$ cat src/rtl/ram_client_pkg.sv
// Shared types and default widths for the RAM initiator and its response FIFO.
// Width defaults must agree with the Ram instance they drive.
package mem_pkg;

  typedef enum logic {
    INIT = 1'b0,
    RUN  = 1'b1
  } mem_state_t;

  localparam int MEM_ADDR_W = 4;
  localparam int MEM_DATA_W = 16;

  // Bits needed to hold an occupancy value from 0 to depth inclusive.
  function automatic int cnt_w(input int depth);
    return $clog2(depth + 1);
  endfunction

endpackage

$ cat src/rtl/ram_client_if.sv
// Core-side load/store request and load-response handshake of ram_client.
// master = core (issues requests, consumes responses), slave = ram_client.
interface ram_client_if
  import mem_pkg::*;
#(
  parameter int ADDR_W = MEM_ADDR_W,
  parameter int DATA_W = MEM_DATA_W
) ();

  logic              req_valid;
  logic              req_ready;
  logic              req_we;
  logic [ADDR_W-1:0] req_addr;
  logic [DATA_W-1:0] req_wdata;
  logic              rsp_valid;
  logic              rsp_ready;
  logic [DATA_W-1:0] rsp_data;

  modport master (
    output req_valid, req_we, req_addr, req_wdata, rsp_ready,
    input  req_ready, rsp_valid, rsp_data
  );

  modport slave (
    input  req_valid, req_we, req_addr, req_wdata, rsp_ready,
    output req_ready, rsp_valid, rsp_data
  );

endinterface

$ cat src/rtl/ram_client_rsp_fifo.sv
// Small circular response FIFO; pointers wrap modulo DEPTH, storage is not reset.
// Simultaneous push and pop leaves the occupancy unchanged, including when full.
module rsp_fifo
  import mem_pkg::*;
#(
  parameter int DEPTH = 3,
  parameter int W     = MEM_DATA_W
) (
  input  logic                         clk,
  input  logic                         reset_n,
  input  logic                         push,
  input  logic [W-1:0]                 push_data,
  input  logic                         pop,
  output logic [$clog2(DEPTH+1)-1:0]   count,
  output logic [W-1:0]                 head
);

  localparam int CNT_W = cnt_w(DEPTH);
  localparam int PTR_W = (DEPTH > 1) ? $clog2(DEPTH) : 1;
  localparam logic [PTR_W-1:0] LAST_PTR = PTR_W'(DEPTH - 1);

  logic [W-1:0]     r_mem [DEPTH];
  logic [PTR_W-1:0] r_wr_ptr;
  logic [PTR_W-1:0] r_rd_ptr;
  logic [CNT_W-1:0] r_count;
  logic             w_pop;

  function automatic logic [PTR_W-1:0] ptr_inc(input logic [PTR_W-1:0] p);
    return (p == LAST_PTR) ? '0 : p + PTR_W'(1);
  endfunction

  assign w_pop = pop && (r_count != '0);
  assign count = r_count;
  assign head  = r_mem[r_rd_ptr];

  always_ff @(posedge clk) begin
    if (push) begin
      r_mem[r_wr_ptr] <= push_data;
    end
  end

  always_ff @(posedge clk) begin
    if (!reset_n) begin
      r_wr_ptr <= '0;
      r_rd_ptr <= '0;
      r_count  <= '0;
    end else begin
      if (push) begin
        r_wr_ptr <= ptr_inc(r_wr_ptr);
      end
      if (w_pop) begin
        r_rd_ptr <= ptr_inc(r_rd_ptr);
      end
      case ({push, w_pop})
        2'b10:   r_count <= r_count + CNT_W'(1);
        2'b01:   r_count <= r_count - CNT_W'(1);
        default: r_count <= r_count;
      endcase
    end
  end

endmodule

$ cat src/rtl/ram_client.sv
// Initiator for a single-cycle synchronous RAM: optional zero sweep after reset,
// then load/store traffic with in-order load responses through rsp_fifo.
module ram_client
  import mem_pkg::*;
#(
  parameter int ADDR_W     = MEM_ADDR_W,
  parameter int DATA_W     = MEM_DATA_W,
  parameter int RSP_DEPTH  = 3,
  parameter int INIT_CLEAR = 1
) (
  input  logic              clk,
  input  logic              reset_n,
  ram_client_if.slave       bus,
  output logic [ADDR_W-1:0] ram_ra,
  output logic [ADDR_W-1:0] ram_wa,
  output logic [DATA_W-1:0] ram_data,
  output logic              ram_we,
  input  logic [DATA_W-1:0] ram_result
);

  localparam int CNT_W = cnt_w(RSP_DEPTH);
  localparam logic [CNT_W:0]    DEPTH_C   = (CNT_W + 1)'(RSP_DEPTH);
  localparam logic [ADDR_W-1:0] LAST_ADDR = '1;
  localparam mem_state_t        RST_STATE = (INIT_CLEAR != 0) ? INIT : RUN;

  mem_state_t        r_state;
  logic [ADDR_W-1:0] r_init_cnt;
  logic              r_inflight_p1;

  logic [CNT_W-1:0]  w_count;
  logic [DATA_W-1:0] w_head;
  logic [CNT_W:0]    w_occ;
  logic              w_run;
  logic              w_init;
  logic              w_accept;
  logic              w_store;
  logic              w_load;
  logic              w_rsp_valid;
  logic              w_pop;

  // Outputs are gated by reset_n so every port reads zero while reset is held.
  assign w_run  = reset_n && (r_state == RUN);
  assign w_init = reset_n && (r_state == INIT);

  // Occupancy counts the load whose data is still on ram_result; registered terms only.
  assign w_occ         = {1'b0, w_count} + {{CNT_W{1'b0}}, r_inflight_p1};
  assign bus.req_ready = w_run && (w_occ < DEPTH_C);

  assign w_accept = bus.req_valid && bus.req_ready;
  assign w_store  = w_accept && bus.req_we;
  assign w_load   = w_accept && !bus.req_we;

  assign ram_we   = w_init || w_store;
  assign ram_wa   = w_init ? r_init_cnt : (w_run ? bus.req_addr : '0);
  assign ram_data = w_run ? bus.req_wdata : '0;
  assign ram_ra   = w_run ? bus.req_addr : '0;

  assign w_rsp_valid   = reset_n && (w_count != '0);
  assign bus.rsp_valid = w_rsp_valid;
  assign bus.rsp_data  = w_rsp_valid ? w_head : '0;
  assign w_pop         = w_rsp_valid && bus.rsp_ready;

  // p0 -> p1: accepted load address is in the RAM; its result is captured one edge later.
  always_ff @(posedge clk) begin
    if (!reset_n) begin
      r_state       <= RST_STATE;
      r_init_cnt    <= '0;
      r_inflight_p1 <= 1'b0;
    end else begin
      r_inflight_p1 <= w_load;
      case (r_state)
        INIT: begin
          r_init_cnt <= r_init_cnt + 1'b1;
          if (r_init_cnt == LAST_ADDR) begin
            r_state <= RUN;
          end
        end
        RUN: begin
          r_init_cnt <= '0;
        end
      endcase
    end
  end

  // p1 -> p2: RAM result enters the response FIFO.
  rsp_fifo #(
    .DEPTH (RSP_DEPTH),
    .W     (DATA_W)
  ) u_fifo (
    .clk       (clk),
    .reset_n   (reset_n),
    .push      (r_inflight_p1),
    .push_data (ram_result),
    .pop       (w_pop),
    .count     (w_count),
    .head      (w_head)
  );

endmodule

$ cat src/flat_wrapper.sv
// flat-port wrapper written by rule: the top's interface ports become plain ports
module ram_client_flat import mem_pkg::*;
#(
  parameter int ADDR_W     = MEM_ADDR_W,
  parameter int DATA_W     = MEM_DATA_W,
  parameter int RSP_DEPTH  = 3,
  parameter int INIT_CLEAR = 1
)
  (clk, reset_n, ram_ra, ram_wa, ram_data, ram_we, ram_result, bus_req_valid, bus_req_we, bus_req_addr, bus_req_wdata, bus_rsp_ready, bus_req_ready, bus_rsp_valid, bus_rsp_data);
  ram_client_if #(.ADDR_W(ADDR_W), .DATA_W(DATA_W)) bus_i ();
  input  logic clk;
  input  logic reset_n;
  output logic [ADDR_W-1:0] ram_ra;
  output logic [ADDR_W-1:0] ram_wa;
  output logic [DATA_W-1:0] ram_data;
  output logic ram_we;
  input  logic [DATA_W-1:0] ram_result;
  input wire logic [$bits(bus_i.req_valid)-1:0] bus_req_valid;
  input wire logic [$bits(bus_i.req_we)-1:0] bus_req_we;
  input wire logic [$bits(bus_i.req_addr)-1:0] bus_req_addr;
  input wire logic [$bits(bus_i.req_wdata)-1:0] bus_req_wdata;
  input wire logic [$bits(bus_i.rsp_ready)-1:0] bus_rsp_ready;
  output wire logic [$bits(bus_i.req_ready)-1:0] bus_req_ready;
  output wire logic [$bits(bus_i.rsp_valid)-1:0] bus_rsp_valid;
  output wire logic [$bits(bus_i.rsp_data)-1:0] bus_rsp_data;
  assign bus_i.req_valid = bus_req_valid;
  assign bus_i.req_we = bus_req_we;
  assign bus_i.req_addr = bus_req_addr;
  assign bus_i.req_wdata = bus_req_wdata;
  assign bus_i.rsp_ready = bus_rsp_ready;
  assign bus_req_ready = bus_i.req_ready;
  assign bus_rsp_valid = bus_i.rsp_valid;
  assign bus_rsp_data = bus_i.rsp_data;
  ram_client #(.ADDR_W(ADDR_W), .DATA_W(DATA_W), .RSP_DEPTH(RSP_DEPTH), .INIT_CLEAR(INIT_CLEAR)) u_core (.clk(clk), .reset_n(reset_n), .bus(bus_i), .ram_ra(ram_ra), .ram_wa(ram_wa), .ram_data(ram_data), .ram_we(ram_we), .ram_result(ram_result));
endmodule
$ cat config.mk
export PLATFORM = sky130hd
export DESIGN_NAME = ram_client_flat
export DESIGN_NICKNAME = d
export VERILOG_FILES = /design/src/rtl/ram_client_pkg.sv /design/src/rtl/ram_client_if.sv /design/src/rtl/ram_client_rsp_fifo.sv /design/src/rtl/ram_client.sv /design/src/flat_wrapper.sv
export SDC_FILE = /design/constraint.sdc
export NUM_CORES = 1
export LEC_CHECK = 0
export CAP_MARGIN = 20
export CORE_ASPECT_RATIO = 2
export CORE_UTILIZATION = 46
export DETAILED_ROUTE_END_ITERATION = 16
export PLACE_DENSITY = 0.82
export REMOVE_ABC_BUFFERS = 1
export SLEW_MARGIN = 25
export SYNTH_ARGS = -nofsm -noshare
export SYNTH_HDL_FRONTEND = slang
export SYNTH_HIERARCHICAL = 1
export SYNTH_SLANG_ARGS = --single-unit
$ cat constraint.sdc
create_clock -name clk -period 2.6 [get_ports clk]
set_input_delay 0.26 -clock clk [delete_from_list [all_inputs] [get_ports clk]]
set_output_delay 0.26 -clock clk [all_outputs]
set_load 0.01 [all_outputs]
# Yosys cells after proc, flatten, opt, wreduce, memory -nomap -nowiden
# Memories as Yosys holds them, arrays and structs flattened. A register that Yosys moved wholly into a read port is not among the register bits.
# Cells that the tools add are included.
# totals
register_bits	12
ram_bits	48
input_bits	41
wordCells	47
memories	1
# classes
add_sub_neg	6
magnitude_cmp	1
n_eq_ne	5
mux	14
bitwise	1
n_reduce_logical	13
# mem_list
memory	depth	word_bits	read_ports	rd_ports_with_merged_regs	wr	line	text
u_core.u_fifo.r_mem	3	16	1	1	1	ram_client_rsp_fifo.sv:22	logic [W-1:0] r_mem [DEPTH];
# ops
op	count
2-to-1 mux 16 bit	2
logical AND 1 bit	9
2-to-1 mux 2 bit	4
2-to-1 mux 4 bit	2
case mux 4 bit (2 select lines)	1
adder 2 x 1 -> 2 bit, second input constant	3
equality test 2 bit, second input constant	3
adder 4 x 1 -> 4 bit, second input constant	1
equality test 4 bit, second input constant	1
2-to-1 mux 1 bit	4
case mux 2 bit (2 select lines)	1
nonzero test 2 bit	2
adder 2 x 1 -> 3 bit	1
< comparator 3 x 2 -> 1 bit, second input constant	1
equality test 2 x 1 -> 1 bit, second input constant	1
subtractor 2 x 1 -> 2 bit, second input constant	1
logical NOT 1 bit	1
logical OR 1 bit	1
inverter 1 bit	1

# Longest topological paths before layout
# depth
depth_word	6
mapped_depth	8
depth_no_buf	8

# Modules after synthesis
# The synthesis kept the hierarchy.
# by_module_without_submodules
mod	instances	cells_each	area_each_um2
rsp_fifo	1	134	2084.5
ram_client	1	81	616.8

# Worst setup path after synthesis
# No wires, ideal clock.
# synth_timing
path_kind	reg-to-reg
startpoint	reg u_core.r_inflight_p1
endpoint	mem u_core/u_fifo/r_mem[0][0] (netlist bit), enable pin
setup_ns	0.412
t_arrival_ns	1.669
t_required_ns	2.188
setup_slack_ns	0.520
path_stages_with_launch	3
n_path_buf	0
synth_period_minus_slack_ns	2.080
cell_sequence	dfxtp_1 > inv_1 > nor3_1
# synth_between
elab_chain_len	2
# synth_lines
item	line	text
from (decl)	ram_client.sv:28	logic r_inflight_p1;
from (signal assigned)	ram_client.sv:70	r_inflight_p1 <= w_load;
2-to-1 mux 1 bit	ram_client_rsp_fifo.sv:37	if (push) begin
2-to-1 mux 1 bit (implied by the code)	ram_client_rsp_fifo.sv:38	r_mem[r_wr_ptr] <= push_data;
to (decl)	ram_client_rsp_fifo.sv:22	
# No other way between the ends.

# Worst setup path in the final report
# layout_timing
startpoint	reg u_core.u_fifo.r_count[0], in the netlist u_core/u_fifo/count[0]
endpoint	out ram_we
# layout_between
elab_chain_len	6
# layout_lines
item	line	text
from (decl)	ram_client_rsp_fifo.sv:25	logic [CNT_W-1:0] r_count;
from (signal assigned)	ram_client_rsp_fifo.sv:55	2'b10: r_count <= r_count + CNT_W'(1);
from (signal assigned)	ram_client_rsp_fifo.sv:56	2'b01: r_count <= r_count - CNT_W'(1);
from (signal assigned)	ram_client_rsp_fifo.sv:57	default: r_count <= r_count;
adder 2 x 1 -> 3 bit	ram_client.sv:46	assign w_occ = {1'b0, w_count} + {{CNT_W{1'b0}}, r_inflight_p1};
< comparator 3 x 2 -> 1 bit	ram_client.sv:47	assign bus.req_ready = w_run && (w_occ < DEPTH_C);
logical AND 1 bit	ram_client.sv:47	
logical AND 1 bit	ram_client.sv:49	assign w_accept = bus.req_valid && bus.req_ready;
logical AND 1 bit	ram_client.sv:50	assign w_store = w_accept && bus.req_we;
logical OR 1 bit	ram_client.sv:53	assign ram_we = w_init || w_store;
to (decl)	flat_wrapper.sv:16	output logic ram_we;
# No other way between the ends.

==> run summary <==
The transition time of the tightest slew-check pin came out at approximately 0.84 ns. The area overhead of the layout relative to synthesis is 43.82%. The TritonCTS clock tree is yes. The number of levels the H-tree was split into is 3. The share of final-layout standard cells stronger than drive strength 1 came out at 8.091%. The kind of end point of the critical path is a primary output.

The starting density of the core came out at approximately 48%. The worst hold path belongs to the class flop to flop. The number of cells on the worst reg-to-reg path is 7.

The design draws 2.276 mW. The placed cell count came out at ~350. The number of setup buffers added after CTS is 0. The buffer levels on the longest clock path is 2. The DRC marker count from the first detailed-route iteration came out at 42. The overall die area came out at 0.006201 mm^2. The setup slack of the most critical reg-to-reg path is 0.73 ns. The synthesis-stage register bit count is 62. The clock transition at the register clock pins on the worst setup and hold paths after CTS is 0.05 ns.

The final number of max-transition violations came out at 0. In this run, post-CTS hold repair placed 0 buffers. The core footprint is about 0.0057 mm^2. The detailed placer's ending HPWL is 3764 um. The routed length per placed instance is 14.14 um.

The final-report hold violation count is 0. The routability congestion estimate came out at 0.7163. For this block, the via count after detailed routing is 1887. The root buffer selected by CTS is sky130_fd_sc_hd__clkbuf_16. Before CTS, the worst setup slack after placement is about 0.48 ns.

After detailed routing, the number of remaining DRC violations is 0. The most used flip-flop cell after synthesis is sky130_fd_sc_hd__edfxtp_1. The pin count of the biggest net entering global routing came out at 38. 84 I/O pins were placed.

For this run, the post-layout net count is 349. The flow ran to the end, and the final reports show no timing, DRC or antenna violations. In this run the critical register-to-register path is launched from u_core/u_fifo/count[0]. The final clock period utilization by the worst path came out at 91.74%. The switching portion of total power came out at 17.76%.

The capture point of the worst path is ram_we. The detail-routed via count per cell is a little over 5. The width of the die is 56.19 um. The total of warnings raised by yosys came out at 6. Counting flops with an async set or reset pin after synthesis yields a share of 0%. The wire length of the first global-routing pass came out at 8507 um.

The area share of the largest cell type after synthesis is 53.36%. The most critical setup path has its startpoint at u_core/u_fifo/count[0]. The number of buffers created by CTS is 9. In this run the remaining antenna-violating nets after routing total 0.

The aggregate negative setup slack is 0 ns. The instance count of the mapped netlist is 215. The number of inserted filler cells in the final layout came out at 411. In this run the critical register-to-register path is captured at u_core/u_fifo/count[1].

Once placement finished, the instance area stood at 0.003602 mm^2. The worst setup skew after layout is 0.003540 ns. The count of maximum capacitance violations came out at 0. The later-pin clock latency in the skew report came out at roughly 0.32 ns. The repair_antennas step left the layout with diodes totalling 0.

The synthesized design spends more area on one cell type than any other, namely sky130_fd_sc_hd__edfxtp_1. After synthesis the cells add up to 0.002701 mm^2. The maximum achievable frequency came out at 0.4193 GHz. The maximum fanout count along the critical path came out at 5. Across the VDD grid, the largest voltage drop is 724.8 uV.

The total power divided by cell area came out at 585.8 mW/mm^2. The fraction of power consumed by the clock network came out at 48.3%. The clock sink total came out at 62. The data required time at the worst endpoint is 2.34 ns.

In this run the core area contains 39 standard-cell rows. The initial antenna violation count came out at 0. The internal portion of total power is 1.872 mW. The number of distinct library cells after synthesis came out at 31. The part of the power in combinational logic came out at 4.4%. The sequential fraction of design power came out at 47.3%. The wire length after detailed routing is between 5000 and 6000 um.

Summed over all nets, the switching power comes to between 0.4 and 0.5 mW. Yosys mapped a number of flops with a built-in enable equal to 48. The most frequent cell after synthesis is sky130_fd_sc_hd__edfxtp_1.

The via count of the first global-routing pass is 1896. Input and output buffers added on the ports amount to 83. The length of the first detailed-routing pass in iterations came out at 4. At the end of the flow the core is filled with cells to 68.63%. The remaining global-route overflow is 0. The final worst setup slack is 0.2148 ns. Subtracting the final worst setup slack from the clock period gives between 2 and 2.5 ns. The final non-filler cell area is just under 0.004 mm^2. The share of synthesized area occupied by flip-flops and latches came out at 63.73%. The standby leakage power is 1.408 nW. The critical path startpoint category is a flop.

Setup repair after global routing left no endpoint under its margin. The data arrival at the endpoint of the critical path came out at 2.13 ns. The combined global-route utilization of all metal layers is 18.56%. The kind of critical path is flop to primary output. Ranked by total cell area, the synthesized netlist is headed by sky130_fd_sc_hd__edfxtp_1, sky130_fd_sc_hd__dfxtp_1, sky130_fd_sc_hd__mux2i_1, sky130_fd_sc_hd__and3_1, sky130_fd_sc_hd__and2_1. The final standard cell count with taps included and fillers excluded came out at 370. The height of the die is 110.4 um. The hold slack is roughly 0.47 ns. Counting instances in the post-synthesis netlist gives the leading cell types as sky130_fd_sc_hd__edfxtp_1, sky130_fd_sc_hd__nand2_1, sky130_fd_sc_hd__mux2i_1. Setup violations remaining at the end of the flow were counted as 0. Post-CTS repair changed the size of 0 cells. Headroom to the max-slew limit came out at between 40% and 50%.

The mean instance size in the synthesized netlist came out at roughly 13 um^2.
==> cell type report <==
| type | count | area, um^2 | share of cell area [%] |
|---|---|---|---|
| tap | 61 | 76.32 | 1.965 |
| multi-input combinational | 138 | 909.6 | 23.41 |
| clock buffer | 11 | 232.7 | 5.990 |
| clock inverter | 5 | 50.05 | 1.288 |
| timing repair buffer | 90 | 883.3 | 22.74 |
| sequential | 62 | 1722 | 44.32 |
| inverter | 3 | 11.26 | 0.2899 |
==> sequential cells by signal, indices dropped and copies added (netlist names), named ones only <==
| signal | flops |
|---|---|
| u_core/r_inflight_p1 | 1 |
| u_core/r_init_cnt | 4 |
| u_core/r_state | 1 |
| u_core/u_fifo/count | 2 |
| u_core/u_fifo/r_mem | 48 |
| u_core/u_fifo/r_rd_ptr | 2 |
| u_core/u_fifo/r_wr_ptr | 2 |
==> worst min-delay path by stage <==
stage	start	end	slack, ns	cells after the start
after floorplan	bus_req_we	u_core/r_inflight_p1	0.33	1
after global placement	u_core/r_init_cnt[0]	u_core/r_init_cnt[0]	0.47	1
after detailed placement	u_core/r_init_cnt[0]	u_core/r_init_cnt[0]	0.47	1
after CTS	u_core/r_init_cnt[0]	u_core/r_init_cnt[0]	0.48	1
after global routing	u_core/r_init_cnt[0]	u_core/r_init_cnt[0]	0.49	1
final	u_core/r_init_cnt[0]	u_core/r_init_cnt[0]	0.47	1
==> cell families after synthesis <==
| logic type | synth area share, % |
|---|---|
| flip-flops | 63.73 |
| multiplexers | 7.781 |
| XOR/XNOR | 0.9729 |
| AND/OR/NAND/NOR | 17.00 |
| buffers and inverters | 2.779 |
| adder cells (fa/ha/maj) | 1.853 |
| AO/OA/AOI/OAI | 5.882 |
==> power groups by stage <==
stage	sequential (mW)	clock (mW)	combinational, mW
finish	1.08	1.10	0.0995
global route	1.08	1.16	0.109
CTS	1.08	1.12	0.101
detailed placement	1.09	0	0.100
global placement	1.09	0	0.0972
floorplan	1.09	0	0.0154
==> cells in the final DEF (no fill, tap or decap), drive strengths merged, types with 7 or more instances in the layout <==
| cell | instances |
|---|---|
| clkdlybuf4s50 | 83 |
| and3 | 20 |
| buf | 7 |
| o21ai | 19 |
| dfxtp | 14 |
| edfxtp | 48 |
| clkbuf | 11 |
| and2 | 18 |
| mux2i | 21 |
| nor2b | 7 |
| nand2 | 22 |
==> worst max-delay path, stage by stage, from the launching register on <==
cell,delay (ns)
sky130_fd_sc_hd__dfxtp_1,0.48
sky130_fd_sc_hd__ha_1,0.22
sky130_fd_sc_hd__ha_1,0.22
sky130_fd_sc_hd__a21o_1,0.21
sky130_fd_sc_hd__o21ai_1,0.14
sky130_fd_sc_hd__clkdlybuf4s50_1,0.55
==> layer usage <==
layer	global-route usage [%]	wire length, um	up-vias
met5	0	0	-
met2	35.71	2964	82
met3	4.667	298	14
met4	11.15	166	0
li1	-	-	950
met1	17.04	1802	841
(Power assumes the default switching activity.)
